`config.mk`:
```
export PLATFORM = sky130hd
export DESIGN_NAME = vlogic_seq_flat
export DESIGN_NICKNAME = d
export VERILOG_FILES = /design/src/rtl/vlogic_seq_if.sv /design/src/rtl/vlogic_seq.sv /design/src/flat_wrapper.sv
export SDC_FILE = /design/constraint.sdc
export NUM_CORES = 1
export LEC_CHECK = 0
export ABC_AREA = 1
export BUFFER_PORTS_ARGS = -buffer_cell sky130_fd_sc_hd__buf_2
export CAP_MARGIN = 30
export CORE_ASPECT_RATIO = 1.75
export CORE_UTILIZATION = 50
export CTS_CLUSTER_DIAMETER = 40
export DETAILED_ROUTE_END_ITERATION = 8
export MAX_ROUTING_LAYER = met4
export PLACE_DENSITY = 0.81
export SLEW_MARGIN = 25
export SYNTH_ARGS = -nofsm -noshare
export SYNTH_HDL_FRONTEND = slang
export SYNTH_SLANG_ARGS = --single-unit
```
`constraint.sdc`:
```
create_clock -name clk -period 6.7 [get_ports clk]
set_input_delay 0.335 -clock clk [delete_from_list [all_inputs] [get_ports clk]]
set_output_delay 0.335 -clock clk [all_outputs]
set_load 0.05 [all_outputs]
```
`src/rtl/vlogic_seq_if.sv`:
```
// Bundles the issue, register-file read and writeback signals of the vector logic sequencer.
// The sequencer connects through master and the issue stage / register file / writeback side through slave.
interface vlogic_seq_if #(
  parameter int unsigned DATA_WIDTH = 64,
  parameter int unsigned MAX_CHUNKS = 8
);
  localparam int unsigned CW = $clog2(MAX_CHUNKS);
  localparam int unsigned NW = $clog2(MAX_CHUNKS + 1);

  logic                  issue_valid;
  logic                  issue_ready;
  logic [1:0]            issue_op;
  logic [NW-1:0]         issue_nchunks;
  logic [4:0]            issue_src1;
  logic [4:0]            issue_src2;
  logic [4:0]            issue_dst;

  logic                  rd_en;
  logic [4:0]            rd_addr1;
  logic [4:0]            rd_addr2;
  logic [CW-1:0]         rd_chunk;
  logic [DATA_WIDTH-1:0] rd_data1;
  logic [DATA_WIDTH-1:0] rd_data2;

  logic                  wr_en;
  logic [4:0]            wr_addr;
  logic [CW-1:0]         wr_chunk;
  logic [DATA_WIDTH-1:0] wr_data;
  logic                  wr_ready;

  logic                  busy;
  logic                  done;

  modport master (
    input  issue_valid, issue_op, issue_nchunks, issue_src1, issue_src2, issue_dst,
    input  rd_data1, rd_data2, wr_ready,
    output issue_ready, rd_en, rd_addr1, rd_addr2, rd_chunk,
    output wr_en, wr_addr, wr_chunk, wr_data, busy, done
  );

  modport slave (
    output issue_valid, issue_op, issue_nchunks, issue_src1, issue_src2, issue_dst,
    output rd_data1, rd_data2, wr_ready,
    input  issue_ready, rd_en, rd_addr1, rd_addr2, rd_chunk,
    input  wr_en, wr_addr, wr_chunk, wr_data, busy, done
  );
endinterface

```
`src/rtl/vlogic_seq.sv`:
```
// Sequences one vector bitwise-logic instruction chunk by chunk: read request, one-cycle
// read latency, result into a 2-entry writeback buffer, done pulse when the last chunk leaves.
module vlogic_seq #(
  parameter int unsigned DATA_WIDTH = 64,
  parameter int unsigned MAX_CHUNKS = 8
) (
  input  logic         clk,
  input  logic         rst,
  vlogic_seq_if.master bus
);
  localparam int unsigned CW = $clog2(MAX_CHUNKS);
  localparam int unsigned NW = $clog2(MAX_CHUNKS + 1);

  typedef enum logic [1:0] {
    S_IDLE  = 2'd0,
    S_RUN   = 2'd1,
    S_DRAIN = 2'd2,
    S_DONE  = 2'd3
  } state_t;

  typedef struct packed {
    logic [CW-1:0]         chunk;
    logic [DATA_WIDTH-1:0] data;
  } entry_t;

  state_t                r_state;
  logic [1:0]            r_op;
  logic [4:0]            r_src1;
  logic [4:0]            r_src2;
  logic [4:0]            r_dst;
  logic [NW-1:0]         r_n;
  logic [NW-1:0]         r_rd_cnt;
  logic                  r_inflight;
  logic [CW-1:0]         r_infl_chunk;
  entry_t                r_buf [2];
  logic                  r_head;
  logic [1:0]            r_buf_cnt;

  state_t                w_state_nxt;
  logic                  w_accept;
  logic                  w_rd_en;
  logic                  w_wr_en;
  logic                  w_pop;
  logic [2:0]            w_occ;
  logic [NW-1:0]         w_n_clip;
  logic [CW-1:0]         w_last_chunk;
  entry_t                w_head;
  logic [DATA_WIDTH-1:0] w_result;

  assign w_n_clip     = (bus.issue_nchunks > NW'(MAX_CHUNKS)) ? NW'(MAX_CHUNKS) : bus.issue_nchunks;
  assign w_last_chunk = CW'(r_n - NW'(1));
  assign w_head       = r_buf[r_head];
  assign w_wr_en      = (r_buf_cnt != 2'd0);
  assign w_pop        = w_wr_en & bus.wr_ready;
  // Occupancy the buffer would reach if everything already requested lands, net of this cycle's pop.
  assign w_occ        = 3'(r_buf_cnt) + 3'(r_inflight) - 3'(w_pop);

  always_ff @(posedge clk or posedge rst) begin
    if (rst) r_state <= S_IDLE;
    else     r_state <= w_state_nxt;
  end

  always_comb begin
    w_state_nxt = r_state;
    w_accept    = 1'b0;
    w_rd_en     = 1'b0;
    case (r_state)
      S_IDLE: begin
        if (bus.issue_valid) begin
          w_accept    = 1'b1;
          w_state_nxt = (w_n_clip != '0) ? S_RUN : S_DONE;
        end
      end
      S_RUN: begin
        if (w_occ < 3'd2) begin
          w_rd_en = 1'b1;
          if (r_rd_cnt == r_n - NW'(1)) w_state_nxt = S_DRAIN;
        end
      end
      S_DRAIN: begin
        if (w_pop && (w_head.chunk == w_last_chunk)) w_state_nxt = S_DONE;
      end
      S_DONE:  w_state_nxt = S_IDLE;
      default: w_state_nxt = S_IDLE;
    endcase
  end

  always_comb begin
    w_result = '0;
    case (r_op)
      2'b00:   w_result = bus.rd_data1 & bus.rd_data2;
      2'b01:   w_result = bus.rd_data1 | bus.rd_data2;
      2'b10:   w_result = bus.rd_data1 ^ bus.rd_data2;
      default: w_result = ~(bus.rd_data1 ^ bus.rd_data2);
    endcase
  end

  always_ff @(posedge clk or posedge rst) begin
    if (rst) begin
      r_op         <= '0;
      r_src1       <= '0;
      r_src2       <= '0;
      r_dst        <= '0;
      r_n          <= '0;
      r_rd_cnt     <= '0;
      r_inflight   <= 1'b0;
      r_infl_chunk <= '0;
      r_buf[0]     <= '0;
      r_buf[1]     <= '0;
      r_head       <= 1'b0;
      r_buf_cnt    <= '0;
    end else begin
      if (w_accept) begin
        r_op     <= bus.issue_op;
        r_src1   <= bus.issue_src1;
        r_src2   <= bus.issue_src2;
        r_dst    <= bus.issue_dst;
        r_n      <= w_n_clip;
        r_rd_cnt <= '0;
      end else if (w_rd_en) begin
        r_rd_cnt <= r_rd_cnt + NW'(1);
      end
      r_inflight <= w_rd_en;
      if (w_rd_en) r_infl_chunk <= r_rd_cnt[CW-1:0];
      // Tail slot is head + count modulo 2.
      if (r_inflight) r_buf[r_head ^ r_buf_cnt[0]] <= '{chunk: r_infl_chunk, data: w_result};
      if (w_pop) r_head <= ~r_head;
      r_buf_cnt <= r_buf_cnt + 2'(r_inflight) - 2'(w_pop);
    end
  end

  assign bus.issue_ready = (r_state == S_IDLE);
  assign bus.busy        = (r_state != S_IDLE);
  assign bus.done        = (r_state == S_DONE);
  assign bus.rd_en       = w_rd_en;
  assign bus.rd_addr1    = r_src1;
  assign bus.rd_addr2    = r_src2;
  assign bus.rd_chunk    = r_rd_cnt[CW-1:0];
  assign bus.wr_en       = w_wr_en;
  assign bus.wr_addr     = r_dst;
  assign bus.wr_chunk    = w_head.chunk;
  assign bus.wr_data     = w_head.data;
endmodule
```
`src/flat_wrapper.sv`:
```
// flat-port wrapper written by rule: the top's interface ports become plain ports
module vlogic_seq_flat 
#(
  parameter int unsigned DATA_WIDTH = 64,
  parameter int unsigned MAX_CHUNKS = 8
)
  (clk, rst, bus_issue_valid, bus_issue_op, bus_issue_nchunks, bus_issue_src1, bus_issue_src2, bus_issue_dst, bus_rd_data1, bus_rd_data2, bus_wr_ready, bus_issue_ready, bus_rd_en, bus_rd_addr1, bus_rd_addr2, bus_rd_chunk, bus_wr_en, bus_wr_addr, bus_wr_chunk, bus_wr_data, bus_busy, bus_done);
  vlogic_seq_if #(.DATA_WIDTH(DATA_WIDTH), .MAX_CHUNKS(MAX_CHUNKS)) bus_i ();
  input  logic clk;
  input  logic rst;
  input wire logic [$bits(bus_i.issue_valid)-1:0] bus_issue_valid;
  input wire logic [$bits(bus_i.issue_op)-1:0] bus_issue_op;
  input wire logic [$bits(bus_i.issue_nchunks)-1:0] bus_issue_nchunks;
  input wire logic [$bits(bus_i.issue_src1)-1:0] bus_issue_src1;
  input wire logic [$bits(bus_i.issue_src2)-1:0] bus_issue_src2;
  input wire logic [$bits(bus_i.issue_dst)-1:0] bus_issue_dst;
  input wire logic [$bits(bus_i.rd_data1)-1:0] bus_rd_data1;
  input wire logic [$bits(bus_i.rd_data2)-1:0] bus_rd_data2;
  input wire logic [$bits(bus_i.wr_ready)-1:0] bus_wr_ready;
  output wire logic [$bits(bus_i.issue_ready)-1:0] bus_issue_ready;
  output wire logic [$bits(bus_i.rd_en)-1:0] bus_rd_en;
  output wire logic [$bits(bus_i.rd_addr1)-1:0] bus_rd_addr1;
  output wire logic [$bits(bus_i.rd_addr2)-1:0] bus_rd_addr2;
  output wire logic [$bits(bus_i.rd_chunk)-1:0] bus_rd_chunk;
  output wire logic [$bits(bus_i.wr_en)-1:0] bus_wr_en;
  output wire logic [$bits(bus_i.wr_addr)-1:0] bus_wr_addr;
  output wire logic [$bits(bus_i.wr_chunk)-1:0] bus_wr_chunk;
  output wire logic [$bits(bus_i.wr_data)-1:0] bus_wr_data;
  output wire logic [$bits(bus_i.busy)-1:0] bus_busy;
  output wire logic [$bits(bus_i.done)-1:0] bus_done;
  assign bus_i.issue_valid = bus_issue_valid;
  assign bus_i.issue_op = bus_issue_op;
  assign bus_i.issue_nchunks = bus_issue_nchunks;
  assign bus_i.issue_src1 = bus_issue_src1;
  assign bus_i.issue_src2 = bus_issue_src2;
  assign bus_i.issue_dst = bus_issue_dst;
  assign bus_i.rd_data1 = bus_rd_data1;
  assign bus_i.rd_data2 = bus_rd_data2;
  assign bus_i.wr_ready = bus_wr_ready;
  assign bus_issue_ready = bus_i.issue_ready;
  assign bus_rd_en = bus_i.rd_en;
  assign bus_rd_addr1 = bus_i.rd_addr1;
  assign bus_rd_addr2 = bus_i.rd_addr2;
  assign bus_rd_chunk = bus_i.rd_chunk;
  assign bus_wr_en = bus_i.wr_en;
  assign bus_wr_addr = bus_i.wr_addr;
  assign bus_wr_chunk = bus_i.wr_chunk;
  assign bus_wr_data = bus_i.wr_data;
  assign bus_busy = bus_i.busy;
  assign bus_done = bus_i.done;
  vlogic_seq #(.DATA_WIDTH(DATA_WIDTH), .MAX_CHUNKS(MAX_CHUNKS)) u_core (.clk(clk), .rst(rst), .bus(bus_i));
endmodule
```
Word-level counts from Yosys, hierarchy flattened:

Cells that the tools add are included.

* reductions and logical operators: 9
* equal/unequal tests: 11
* div/mod/pow operators: 0
* order comparisons: 5
* bitwise logic cells: 9
* multiply operators: 0
* mux-type cells: 20
* add/sub/neg operators: 6
* shifts and indexed selects: 0

Operators with widths (number)
* 67-bit 2-to-1 mux: 4
* 64-bit one-hot mux with 3 select lines: 1
* 134-bit bitwise mux: 1
* 67-bit demux with 1-bit select: 1
* 64-bit bitwise AND: 1
* 64-bit NOT: 1
* 64-bit OR: 1
* 64-bit bitwise XOR: 1
* 4-bit 2-to-1 mux: 3
* 2-bit 2-to-1 mux: 5
* 2-bit one-hot mux with 4 select lines: 1
* 2-bit == test (second input constant): 3
* 2-bit by 1-bit inequality test with 1-bit output (second input constant): 3
* 2-bit nonzero test: 3
* 4-bit by 1-bit adder with 4-bit output (second input constant): 1
* 2-bit by 1-bit == test with 1-bit output (second input constant): 2
* 4-bit == test: 1
* 2-bit >= comparator (second input constant): 2
* 4-bit > comparator (second input constant): 1
* 2-bit zero test: 2
* 1-bit 2-to-1 mux: 4
* 1-bit NOT with 2-bit output: 2
* 4-bit AND reduction: 1
* 4-bit nonzero test: 1
* 13 further kinds: 14

* bits in read-only memories: 0
* memory bits (writable): 0
* input port bits: 153
* latch bits: 0
* register bits: 168
* word-level logic and storage cells: 75
* memories kept: 0

Depth between registers and ports, before layout:

* depth after elaboration: 8
* mapped depth: 13

Worst setup path before layout:

No wires, ideal clock.

* path kind: register to register
* start point: register u_core.r_buf_cnt[0]
* end point: register u_core.r_rd_cnt[3]
* clock period less this slack: 2.735 ns
* required time: 6.582 ns
* path slack: 3.965 ns
* arrival: 2.617 ns
* buffers on the path: 0
* cell stages (with the launch flop): 12
* cells stage by stage: dfrtp_1 > o21a_1 > ha_1 > inv_1 > ha_1 > fa_1 > xor2_1 > nand3_1 > inv_1 > nand4_1 > nor2_1 > nor2_1

* word-level cells in the longest chain between the ends: 7

Ends and longest elaborated chain
* start: declaration: RTL line vlogic_seq.sv:37 `logic [1:0] r_buf_cnt;`
* start signal: assignment: RTL line vlogic_seq.sv:128 `r_buf_cnt <= r_buf_cnt + 2'(r_inflight) - 2'(w_pop);`
* 2-bit nonzero test: RTL line vlogic_seq.sv:53 `assign w_wr_en = (r_buf_cnt != 2'd0);`
* 1-bit bitwise AND: RTL line vlogic_seq.sv:54 `assign w_pop = w_wr_en & bus.wr_ready;`
* via u_core.w_pop: RTL line vlogic_seq.sv:43 `logic w_pop;`
* 3-bit by 1-bit subtractor with 3-bit output: RTL line vlogic_seq.sv:56 `assign w_occ = 3'(r_buf_cnt) + 3'(r_inflight) - 3'(w_pop);`
* 3-bit by 2-bit < comparator with 1-bit output: RTL line vlogic_seq.sv:75 `if (w_occ < 3'd2) begin`
* 1-bit 2-to-1 mux: RTL line vlogic_seq.sv:75
* 1-bit 2-to-1 mux: RTL line vlogic_seq.sv:67 `case (r_state)`
* via bus_rd_en: RTL line flat_wrapper.sv:21 `output wire logic [$bits(bus_i.rd_en)-1:0] bus_rd_en;`
* 2-bit nonzero test (no source line)
* end signal: assignment: RTL line vlogic_seq.sv:121 `r_rd_cnt <= r_rd_cnt + NW'(1);`
* end: declaration: RTL line vlogic_seq.sv:32 `logic [NW-1:0] r_rd_cnt;`

The timed path passes the listed nets, and every way through them passes these cells.
A chain may end at the register's enable or synchronous reset.

Worst setup path in the final report:

* start point: register u_core.r_buf_cnt[0]
* end point: output bus_rd_en

* word-level cells in the longest chain between the ends: 6

Ends and longest elaborated chain (RTL line)
* 2-bit nonzero test: vlogic_seq.sv:53
* 1-bit bitwise AND: vlogic_seq.sv:54
* via u_core.w_pop: vlogic_seq.sv:43
* 3-bit by 1-bit subtractor with 3-bit output: vlogic_seq.sv:56
* 3-bit by 2-bit < comparator with 1-bit output: vlogic_seq.sv:75
* 1-bit 2-to-1 mux: vlogic_seq.sv:75
* 1-bit 2-to-1 mux: vlogic_seq.sv:67
* end: declaration: flat_wrapper.sv:21

The timed path passes the listed nets, and every way through them passes these cells.

==> results_dict.tcl <==
set metrics [dict create \
    status "finished clean" \
    ys.warnings.count 0 \
    r2r_start "u_core.r_head" \
    highest_delay_cell_along_the_critical_path "sky130_fd_sc_hd__dfrtp_1" \
    grt_pass1_vias 9746 \
    area_growth_pct 17.6 \
    placedCellCount 1856 \
    power_per_cell_area_nw_per_um2 512 \
    antenna_found_initial 0 \
    gr-total-overflow 0 \
    synth_enable_flop_cells 0 \
    power.static_leakage_nw 7.20 \
    post_cts_hold_buffer_count 0 \
    power_frac_comb_pct 58.8 \
    worstSetupStartpointType "register" \
    route.antenna.remaining_nets 0 \
    coreArea_um2 21000 \
    worst_clock_skew_ns 0.00870 \
    cap_viol_max_count 0 \
    finish.net_count 1913 \
    total_cts_buffers 17 \
    syn_nets 1714 \
    maxClockFrequency_ghz 0.294 \
    path_clk_slew_ns 0.07 \
    worst-endpoint-required_ns 6.36 \
    power.share.sequential_pct 27.0 \
    period_needed_ns 3.41 \
    tritoncts_num_sinks 168 \
    grt_pass1_wl_um 43900 \
    drt_first_iter_violations 553 \
    synth_top_cell_area_share_pct 39.1 \
    drt-wirelength-per-cell_um 14.1 \
    postSynth.topFlopCell "sky130_fd_sc_hd__dfrtp_1" \
    async_reset_ff_share_pct 100 \
    die_height_um 196 \
    hold_viol_final 0 \
    syn-instance-count 1424 \
    filler_cell_count 1900 \
    setup_repair_after_global_routing_missed_its_margin "false" \
    num_antenna_cells 0 \
    htree_levels 4 \
    combined_area_of_the_multi_input_logic_cells_um2 5580 \
    timing_max_transition_violations_final 0 \
    die-area_um2 22100 \
    yosys-top-cells-area "sky130_fd_sc_hd__dfrtp_1, sky130_fd_sc_hd__nand2_1, sky130_fd_sc_hd__ha_1, sky130_fd_sc_hd__o21ai_0, sky130_fd_sc_hd__inv_1" \
    drt-vias-per-instance 5.20 \
    synth.lib_cells_used.distinct 29 \
    grt_use_total_pct 25.6 \
    peakVddDrop_mv 0.250 \
    floorplan.initialDensity_pct 51.2 \
    place_congestion 0.861 \
    critPathLaunch "u_core.r_buf_cnt[0]" \
    root_buffer "sky130_fd_sc_hd__clkbuf_16" \
    cts.path.max_buffers 2 \
    numPortBuffers 242 \
    detailedRoute.firstPassIterationCount 5 \
    routed-via-count 9817 \
    largest_net_degree_at_the_start_of_global_routing 96 \
    finalWirelength_um 26600 \
    cp_cell_instances "o21a_1 -> ha_1 -> inv_1 -> ha_1 -> fa_1 -> xor2_1 -> nand3_1 -> inv_1 -> buf_2" \
    power_frac_clock_pct 14.2 \
    dp_slack_ns 3.68 \
    internal-power_mw 2.93 \
    dp_hpwl_um 18900 \
    worst_slew_margin_rel_pct 39.1 \
    setup_viol 0 \
    timing.critical_path.arrival_ns 3.07 \
    synth_register_bits 168 \
    post_cts_resized 0 \
    row_count 70 \
    number_of_primary_i_o_pins 243 \
    worstSetupPathType "reg -> out" \
    tritoncts "yes" \
    drive_gt1_share_pct 18.3 \
    die_extent_in_x_um 113 \
    period_share_pct 50.8 \
    tightest_slew_ns 0.913 \
    syn-cell-area_um2 10800 \
    final.setup.worst_slack_ns 3.29 \
    synthDominantAreaCellType "sky130_fd_sc_hd__dfrtp_1" \
    cp_slowest_stage_delay_ns 0.43 \
    register_area_um2 4210 \
    drt_drc_violations_left 0 \
    hold_wc_path_type "in -> async" \
    timing.setup.tns_ns 0 \
    crit_path_end_kind "primary output" \
    sw_frac_of_total_pct 54.7 \
    synth_area_per_cell_um2 7.55 \
    clock_insertion_delay_worst_skew_ns 0.43 \
    worstPathMaxFanout 8 \
    net-switching-power_mw 3.54 \
    sequential_fraction_of_the_synthesis_area_pct 39.1 \
    postCtsSetupBuffers 0 \
    finalNonFillerCells 1888 \
]
## layout by cell type, fill, tap and decap left out, types with 2 or more instances in the layout
cell type	instances
sky130_fd_sc_hd__nand2_1	499
sky130_fd_sc_hd__buf_2	242
sky130_fd_sc_hd__o21ai_0	198
sky130_fd_sc_hd__inv_1	169
sky130_fd_sc_hd__dfrtp_1	167
sky130_fd_sc_hd__ha_1	136
sky130_fd_sc_hd__nor2_1	63
sky130_fd_sc_hd__a211oi_1	53
sky130_fd_sc_hd__o21ai_1	19
sky130_fd_sc_hd__clkbuf_16	17
sky130_fd_sc_hd__a21oi_1	13
sky130_fd_sc_hd__nand3_1	7
sky130_fd_sc_hd__buf_4	7
sky130_fd_sc_hd__nand4_1	4
sky130_fd_sc_hd__inv_6	4
sky130_fd_sc_hd__clkinvlp_4	4
sky130_fd_sc_hd__inv_2	3
sky130_fd_sc_hd__clkinv_2	3
sky130_fd_sc_hd__or2_2	3
sky130_fd_sc_hd__clkbuf_8	3
sky130_fd_sc_hd__clkinv_4	3
sky130_fd_sc_hd__buf_12	3
sky130_fd_sc_hd__nand2_2	2
sky130_fd_sc_hd__nor2_4	2
sky130_fd_sc_hd__xor2_1	2
sky130_fd_sc_hd__o22ai_1	2
## area by class of cell
type                    count  area share (%)
clock buffers              20            3.69
clock inverters            12           0.732
inverters                 174            5.22
multi-input cells        1010            44.1
flip-flops and latches    168            33.3
well taps                 252            2.49
repair buffers            252            10.5
## cell families after synthesis
| family | share of synthesized area [%] |
|---|---|
| compound gates | 14.7 |
| fa+ha+maj | 16.0 |
| xor+xnor | 0.314 |
| simple gates | 20.7 |
| flops | 39.1 |
| buf+inv | 9.14 |
## metal layers
metal / vias to the layer above / share of wire (%) / global-route usage [%]
li1: 4888 / - / -
met1: 4612 / 39 / 26.8
met2: 254 / 53 / 45.9
met3: 63 / 3.8 / 4.48
met4: 0 / 3.6 / 12.6
met5: - / 0 / -
## state kept, by name, indices dropped and copies added (netlist names)
register	count
u_core.bus.rd_addr1	5
u_core.bus.rd_addr2	5
u_core.bus.wr_addr	5
u_core.r_buf	134
u_core.r_buf_cnt	2
u_core.r_head	1
u_core.r_infl_chunk	3
u_core.r_inflight	1
u_core.r_n	4
u_core.r_op	2
u_core.r_rd_cnt	4
u_core.r_state	2
## cell usage after synthesis (4+ instances only)
library cell               count
sky130_fd_sc_hd__ha_1        136
sky130_fd_sc_hd__nand3_1       7
sky130_fd_sc_hd__o21ai_1      19
sky130_fd_sc_hd__nand4_1       4
sky130_fd_sc_hd__buf_2        21
sky130_fd_sc_hd__dfrtp_1     168
sky130_fd_sc_hd__buf_1         6
sky130_fd_sc_hd__nand2_1     500
sky130_fd_sc_hd__nor2_1       63
sky130_fd_sc_hd__a211oi_1     53
sky130_fd_sc_hd__inv_1       171
sky130_fd_sc_hd__o21ai_0     198
sky130_fd_sc_hd__a21oi_1      13
sky130_fd_sc_hd__clkbuf_1     39
## power groups by stage
stage               combinational [mW]  clock [mW]  sequential [mW]
finish                            3.80       0.922             1.74
global placement                  3.71           0             1.73
global route                      4.16       0.983             1.80
CTS                               3.84       0.942             1.74
detailed placement                3.83           0             1.75
floorplan                         2.74           0             1.84
## worst paths after layout
path	slack, ns	end	depth (start not counted)
worst max-delay path	3.29	bus_rd_en	9
worst min-delay path	0.05	u_core.r_buf[103]	2
worst max register to register	3.69	u_core.r_buf[35]	7
worst min register to register	0.47	u_core.bus.rd_addr1[3]	2
max in group asynchronous	5.28	u_core.r_buf[75]	4
min in group clk	0.09	u_core.bus.rd_addr2[2]	3
## per-stage QoR
stage	util (%)	power, mW	hold slack (ns)	area (um^2)
2_1_floorplan	-	4.58	0.430	10800
3_3_place_gp	57.2	5.45	0.457	12000
3_5_place_dp	57.5	5.58	0.459	12100
4_1_cts	60.1	6.53	0.0742	12600
5_1_grt	60.1	6.94	0.0901	12600
6_report	60.1	6.47	0.0488	12600
## critical path: cells and delay by family (launching register included)
kind	cells	cell delay (ns)
AOI/OAI and AO/OA	1	0.24
xor gates and xnor gates	1	0.19
DFF	1	0.43
buffers and inverters	3	0.63
adders and majority gates	3	0.89
and+or+nand+nor	1	0.26
(Power assumes the default switching activity.)
